--- src/rtl/seq_alu.sv ---
// Sequential ALU: single-cycle add/subtract and a shift-add multiplier that
// produces one partial product per clock, with ready/done handshaking.
package Types;
   typedef enum logic [1:0] {
      ADD = 2'd0,
      SUB = 2'd1,
      MUL = 2'd2
   } sel_t;

   typedef logic [1:0] mode_t;
endpackage

module seq_alu
   import Types::*;
#(
   parameter int WIDTH = 8
) (
   input  logic                 Clock,
   input  logic                 Reset_n,
   input  logic                 Start,
   output logic                 Ready,
   input  logic [WIDTH-1:0]     Op1,
   input  logic [WIDTH-1:0]     Op2,
   input  sel_t                 Sel,
   input  logic                 C_In,
   input  mode_t                Mode,
   output logic [2*WIDTH-1:0]   Result,
   output logic                 Equal,
   output logic                 Done
);

   localparam int RW = 2 * WIDTH;
   localparam int CW = $clog2(WIDTH);

   typedef enum logic [1:0] {
      IDLE = 2'd0,
      MULT = 2'd1,
      DONE = 2'd2
   } state_t;

   state_t              state_reg, state_next;
   logic [CW-1:0]       count_reg;
   logic [CW-1:0]       count_next;
   logic [RW-1:0]       acc_reg;
   logic [RW-1:0]       acc_next;
   logic [RW-1:0]       mcand_reg;
   logic [WIDTH-1:0]    mplier_reg;
   logic [RW-1:0]       result_reg;
   logic                equal_reg;
   logic                done_reg;

   logic                accept;
   logic                last_step;
   logic                cin_eff;
   logic [RW-1:0]       op1_ext, op2_ext, cin_ext;
   logic [RW-1:0]       add_val, sub_val;

   assign accept    = Start && Ready;
   assign last_step = (count_reg == CW'(WIDTH - 1));
   assign count_next = count_reg + CW'(1);

   // Carry/borrow-in only participates when Mode is nonzero.
   assign cin_eff = C_In & (|Mode);
   assign op1_ext = {{WIDTH{1'b0}}, Op1};
   assign op2_ext = {{WIDTH{1'b0}}, Op2};
   assign cin_ext = {{(RW-1){1'b0}}, cin_eff};
   assign add_val = op1_ext + op2_ext + cin_ext;
   assign sub_val = op1_ext - op2_ext - cin_ext;

   assign acc_next = acc_reg + (mplier_reg[0] ? mcand_reg : {RW{1'b0}});

   // State register
   always_ff @(posedge Clock or negedge Reset_n) begin
      if (!Reset_n) begin
         state_reg <= IDLE;
      end else begin
         state_reg <= state_next;
      end
   end

   // Next-state logic
   always_comb begin
      state_next = state_reg;
      case (state_reg)
         IDLE, DONE: begin
            if (Start) begin
               state_next = (Sel == MUL) ? MULT : DONE;
            end else if (state_reg == DONE) begin
               state_next = IDLE;
            end
         end
         MULT: begin
            if (last_step) begin
               state_next = DONE;
            end
         end
         default: state_next = IDLE;
      endcase
   end

   // Outputs decoded from state
   always_comb begin
      Ready = 1'b0;
      if (state_reg != MULT) begin
         Ready = 1'b1;
      end
   end

   // Datapath: operands are captured at accept so later input changes are harmless.
   always_ff @(posedge Clock or negedge Reset_n) begin
      if (!Reset_n) begin
         count_reg  <= '0;
         acc_reg    <= '0;
         mcand_reg  <= '0;
         mplier_reg <= '0;
         result_reg <= '0;
         equal_reg  <= 1'b0;
         done_reg   <= 1'b0;
      end else begin
         done_reg <= 1'b0;
         if (accept) begin
            equal_reg  <= (Op1 == Op2);
            mcand_reg  <= op1_ext;
            mplier_reg <= Op2;
            acc_reg    <= '0;
            count_reg  <= '0;
            case (Sel)
               ADD: begin
                  result_reg <= add_val;
                  done_reg   <= 1'b1;
               end
               SUB: begin
                  result_reg <= sub_val;
                  done_reg   <= 1'b1;
               end
               MUL: begin
                  // Result holds its previous value until the product is ready.
               end
               default: begin
                  result_reg <= '0;
                  done_reg   <= 1'b1;
               end
            endcase
         end else if (state_reg == MULT) begin
            acc_reg    <= acc_next;
            mcand_reg  <= mcand_reg << 1;
            mplier_reg <= mplier_reg >> 1;
            count_reg  <= count_next;
            if (last_step) begin
               result_reg <= acc_next;
               done_reg   <= 1'b1;
            end
         end
      end
   end

   assign Result = result_reg;
   assign Equal  = equal_reg;
   assign Done   = done_reg;

endmodule

--- config.mk ---
export PLATFORM = sky130hd
export DESIGN_NAME = seq_alu
export DESIGN_NICKNAME = d
export VERILOG_FILES = /design/src/rtl/seq_alu.sv
export SDC_FILE = /design/constraint.sdc
export NUM_CORES = 1
export LEC_CHECK = 0
export CAP_MARGIN = 20
export CORE_ASPECT_RATIO = 0.8
export CORE_MARGIN = 1
export CORE_UTILIZATION = 29
export DETAILED_ROUTE_END_ITERATION = 7
export DONT_BUFFER_PORTS = 1
export PLACE_DENSITY = 0.49
export SLEW_MARGIN = 20
export SYNTH_ARGS = -nofsm -noshare
export SYNTH_HDL_FRONTEND = slang
export SYNTH_SLANG_ARGS = --single-unit
--- constraint.sdc ---
create_clock -name Clock -period 2.4 [get_ports Clock]
set_input_delay 0.24 -clock Clock [delete_from_list [all_inputs] [get_ports Clock]]
set_output_delay 0.24 -clock Clock [all_outputs]
set_load 0.05 [all_outputs]
# Yosys cells after proc, flatten, opt, wreduce, memory -nomap -nowiden
# Cells that the tools add are included.
[word_totals] output_inout_bits=19 elab_cells=57 reg_bits=63
[op_classes] mux=23 reduce_logical=9 addsub=6 n_eq_ne=10 bitwise=1
[ops] operator="two-way mux 16 bit" count=8
[ops] operator="one-hot mux 16 bit (3 select lines)" count=1
[ops] operator="adder 16 bit" count=1
[ops] operator="two-way mux 8 bit" count=2
[ops] operator="adder 9 x 1 -> 10 bit" count=1
[ops] operator="subtractor 9 x 2 -> 10 bit" count=1
[ops] operator="adder 8 x 8 -> 9 bit" count=1
[ops] operator="subtractor 8 x 8 -> 9 bit" count=1
[ops] operator="equality test 8 bit" count=1
[ops] operator="two-way mux 2 bit" count=4
[ops] operator="two-way mux 3 bit" count=2
[ops] operator="two-way mux 1 bit" count=5
[ops] operator="equality test 2 x 1 -> 1 bit (second input constant)" count=2
[ops] operator="equality test 2 bit (second input constant)" count=2
[ops] operator="zero test 2 bit" count=2
[ops] operator="inequality test 2 bit (second input constant)" count=2
[ops] operator="one-hot mux 2 bit (2 select lines)" count=1
[ops] operator="nonzero test 2 bit" count=2
[ops] operator="OR reduction 2 bit" count=2
[ops] operator="adder 3 x 1 -> 3 bit (second input constant)" count=1
[ops] operator="equality test 3 bit (second input constant)" count=1
[ops] operator="inequality test 3 bit (second input constant)" count=1
[ops] operator="AND reduction 3 bit" count=1
[ops] operator="inequality test 2 x 1 -> 1 bit (second input constant)" count=1
[ops] operator="3 further kinds" count=3

# Depth between registers and ports, before layout
[depth] ltp_word=5 mapped_depth=12

# Worst setup path before layout
# No wires, ideal clock.
[synth_path] kind="register to register" from="register mplier_reg[0]" to="register result_reg[12] (netlist: Result[12])" stages_incl_launch_ff=11 setup_slack_ns=-0.287 t_arrival_ns=2.544 setup_ns=0.143 synth_period_minus_slack_ns=2.687 path_cell_list="dfrtp_1 and2_1 ha_1 fa_1 a21o_1 a21oi_2 o211ai_1 a311o_1 o31ai_1 mux2i_1 a21oi_1"
[synth_between] elab_chain_cells=5
[synth_lines] item="start: declaration" line_no="47" rtl="logic [WIDTH-1:0] mplier_reg;"
[synth_lines] item="start signal: assignment" line_no="124" rtl="mplier_reg <= Op2;"
[synth_lines] item="start signal: assignment" line_no="147" rtl="mplier_reg <= mplier_reg >> 1;"
[synth_lines] item="two-way mux 16 bit" line_no="70" rtl="assign acc_next = acc_reg + (mplier_reg[0] ? mcand_reg : {RW{1'b0}});"
[synth_lines] item="adder 16 bit" line_no="70"
[synth_lines] item="two-way mux 16 bit" line_no="149" rtl="if (last_step) begin"
[synth_lines] item="two-way mux 16 bit" line_no="144" rtl="end else if (state_reg == MULT) begin"
[synth_lines] item="two-way mux 16 bit" line_no="121" rtl="if (accept) begin"
[synth_lines] item="end signal: assignment" line_no="129" rtl="result_reg <= add_val;"
[synth_lines] item="end signal: assignment" line_no="133" rtl="result_reg <= sub_val;"
[synth_lines] item="end signal: assignment" line_no="150" rtl="result_reg <= acc_next;"
[synth_lines] item="end: declaration" line_no="48" rtl="logic [RW-1:0] result_reg;"
# No other way between the ends. The select of a mux whose other input is x is not followed.
# A chain may end at the register's enable or synchronous reset.

# Worst setup path after layout
# Ends and elaborated chain as after synthesis.

==> key figures <==
Setup path
  – CP peak stage delay: 0.39 ns
  – Element type at the critical path end: register
  – CP Cell Sequence: and2_1 -> ha_2 -> fa_2 -> a21o_1 -> a21oi_2 -> o211ai_1 -> a311o_1 -> o31ai_2 -> mux2i_1 -> a21oi_1
  – Startpoint Class: register
  – Crit path arrival time: 2.80 ns
  – Critical-path maximum fanout: 3
  – Slowest cell on the critical path: dfrtp_1
  – Req. time, crit path: 2.60 ns
  – CP Class: register to register
  – Setup slack, reg-to-reg: -0.20 ns

Finish
  – Area grow syn2layout: 24.6%
  – Post-route design area: 5750 um^2
  – Nets@finish: 629
  – # diodes: 0
  – Fin cells: 781
  – Share of post-route cells with drive strength above 1: 21.4%

Die
  – Chip width: 143 um
  – # rows: 40
  – Die ar.: 16400 um^2
  – Initial Utilization: 30.3%
  – I/O pin cnt: 43
  – Core ar.: 15300 um^2
  – Die H: 115 um

Synth
  – Syn Inst Count: 525
  – Leading area contributor after synthesis: dfrtp_1
  – Share of the synthesized area in the top cell type: 34.1%
  – Most frequent cell after synthesis: nand2_1
  – Seq cells post-synth: 63
  – Synthesized cell area: 4620 um^2
  – Syn_nets: 588
  – Sequential share of the synthesized area: 34.1%
  – FFs w/ async S/R, synth: 100%
  – Post-synthesis cell type count: 67
  – Top cells by count, synth: 67 x nand2_1, 63 x dfrtp_1, 44 x o21ai_0, 35 x ha_1, 35 x nor2_1
  – Synth Warn #: 0
  – Number of enable flip-flop cells after synthesis: 0
  – Main synth FF type: dfrtp_1
  – Synthesized area per cell: 8.80 um^2
  – Top cells by area, synth: dfrtp_1 34%, ha_1 9.5%, nand2_1 5.4%

Run
  – Max-Cap Viols: 0

Placement
  – Placed insts: 757
  – Post-DP HPWL: 9.59 mm
  – Worst slack, placed: -0.347 ns
  – Final Wtd Congestion: 0.837
  – DP Area: 5110 um^2
  – Number of port buffers: 0

CTS
  – Root buf cell: clkbuf_16
  – Skew-Pair Late Insertion Delay: 0.34 ns
  – CTS tree: built
  – CTS Sinks: 63
  – CTS Buf Count: 9
  – Buffer depth of the longest clock path: 2
  – H-tree depth: 3
  – Reg clk slew, reported paths: 0.06 ns

Routing
  – Routed Antenna Nets: 0
  – Routed vias: 3917
  – Post-route DRC violation count: 0
  – Drt pass-1 iters: 4
  – Avg WL per Cell: 16.8 um
  – Drt total wl: 13.1 mm
  – Via-to-Cell Ratio: 5.02
  – Initial drt markers: 215

Timing
  – Period utilization: 108%
  – Setup TNS: -0.918 ns
  – Setup Viol. Count Final: 9
  – Min Tclk post-route: 2.60 ns
  – Worst Skew: 0.00693 ns
  – Final Hold Viols: 0
  – Slew Limit Fails: 0
  – Slew HR: 52.0%
  – RSZ-0062 raised after global routing: yes
  – Worst-margin pin slew: 0.702 ns
  – Final Worst Setup Slack: -0.202 ns
  – Fmax: 384 MHz
  – Worst hold slack: 0.0692 ns

Power
  – Worst VDD drop: 0.391 mV
  – Leak: 2.65 nW
  – PD cells: 785 nW/um^2

Worst hold path
  – Worst Hold Class: input pin to register

GRT
  – GRT overflow: 0
  – Vias in the first global route: 3794
  – Largest net degree at the start of global routing: 64
  – First-pass GRT wire length: 21.0 mm
  – Antenna violations before repair: 0
  – GRT Total Usage: 16.9%

Run status
  – Failing checks: setup timing
  – Result of the run: finished with violations
==> report_power, final <==
part           internal (mW)  total, mW  leakage, nW  switching [mW]
combinational          0.693       1.55         1.71           0.860
sequential              1.29       1.76        0.814           0.476
clock                  0.693       1.20        0.124           0.512
==> cells by family (layout without fill, tap and decap cells) <==
| kind of cell | count (synthesis) | in the layout | share of synthesized area, % |
|---|---|---|---|
| buf+inv | 56 | 102 | 5.74 |
| compound gates | 140 | 140 | 20.3 |
| simple gates | 184 | 184 | 20.0 |
| xor+xnor | 24 | 24 | 4.55 |
| mux | 19 | 19 | 4.12 |
| fa+ha+maj | 39 | 39 | 11.2 |
| flops | 63 | 63 | 34.1 |
==> cell usage in the layout (no fill, tap or decap), types with 20 or more instances in the layout <==
cell      count
o21ai_0      34
nand3b_1     24
ha_1         28
a21oi_1      24
nor2_1       35
buf_4        55
nand2_1      67
dfrtp_1      63
and2_1       20
inv_1        27
==> routing by layer <==
metal	GRT usage [%]	routed length (um)	part of all wire [%]	vias to the layer above
met5	0	0	0	-
met4	6.02	175	1.3	0
met3	3.42	601	4.6	13
met2	24.4	5640	43	77
met1	24.9	6660	51	1888
li1	-	-	-	1939
==> final cells by class <==
type	count	area [um^2]
Fill cell	1539	9510
Multi-Input combinational cell	406	3080
Sequential cell	63	1580
Timing Repair Buffer	58	460
Tap cell	210	263
Clock buffer	10	229
Inverter	28	105
Clock inverter	6	37.5
==> per-stage QoR <==
stage / util (%) / power [mW]
after floorplan: - / 2.59
after global routing: 37.7 / 4.79
final: 37.7 / 4.52
after CTS: 36.8 / 4.45
after global placement: 33.5 / 3.08
after detailed placement: 33.5 / 3.11
==> critical path: cells and delay by family (launching register included) <==
kind / cells / cell delay [ns]
AO/OA/AOI/OAI: 6 / 1.15
multiplexers: 1 / 0.27
adder cells (fa/ha/maj): 2 / 0.53
AND/OR/NAND/NOR: 1 / 0.14
flip-flops: 1 / 0.39
==> final timing paths <==
path | from | end | depth (start not counted)
min in group asynchronous | Reset_n | mcand_reg[8] | 2
max in group asynchronous | Reset_n | Result[5] | 2
worst max-delay path | mplier_reg[0] | Result[12] | 10
worst min-delay path | Start | mcand_reg[8] | 2
worst min register to register | mplier_reg[6] | mplier_reg[5] | 2
worst max register to register | mplier_reg[0] | Result[12] | 10
==> timing repair <==
item                                    in CTS  in global routing
endpoints found under the setup margin      17                 20
setup buffers                                3                  3
endpoints found under the hold margin       64                  0
gates resized for setup                     31                 22
pin swaps                                   14                 16
hold buffers                                 3                  0
Note: power is estimated with default switching activity, not from simulation.
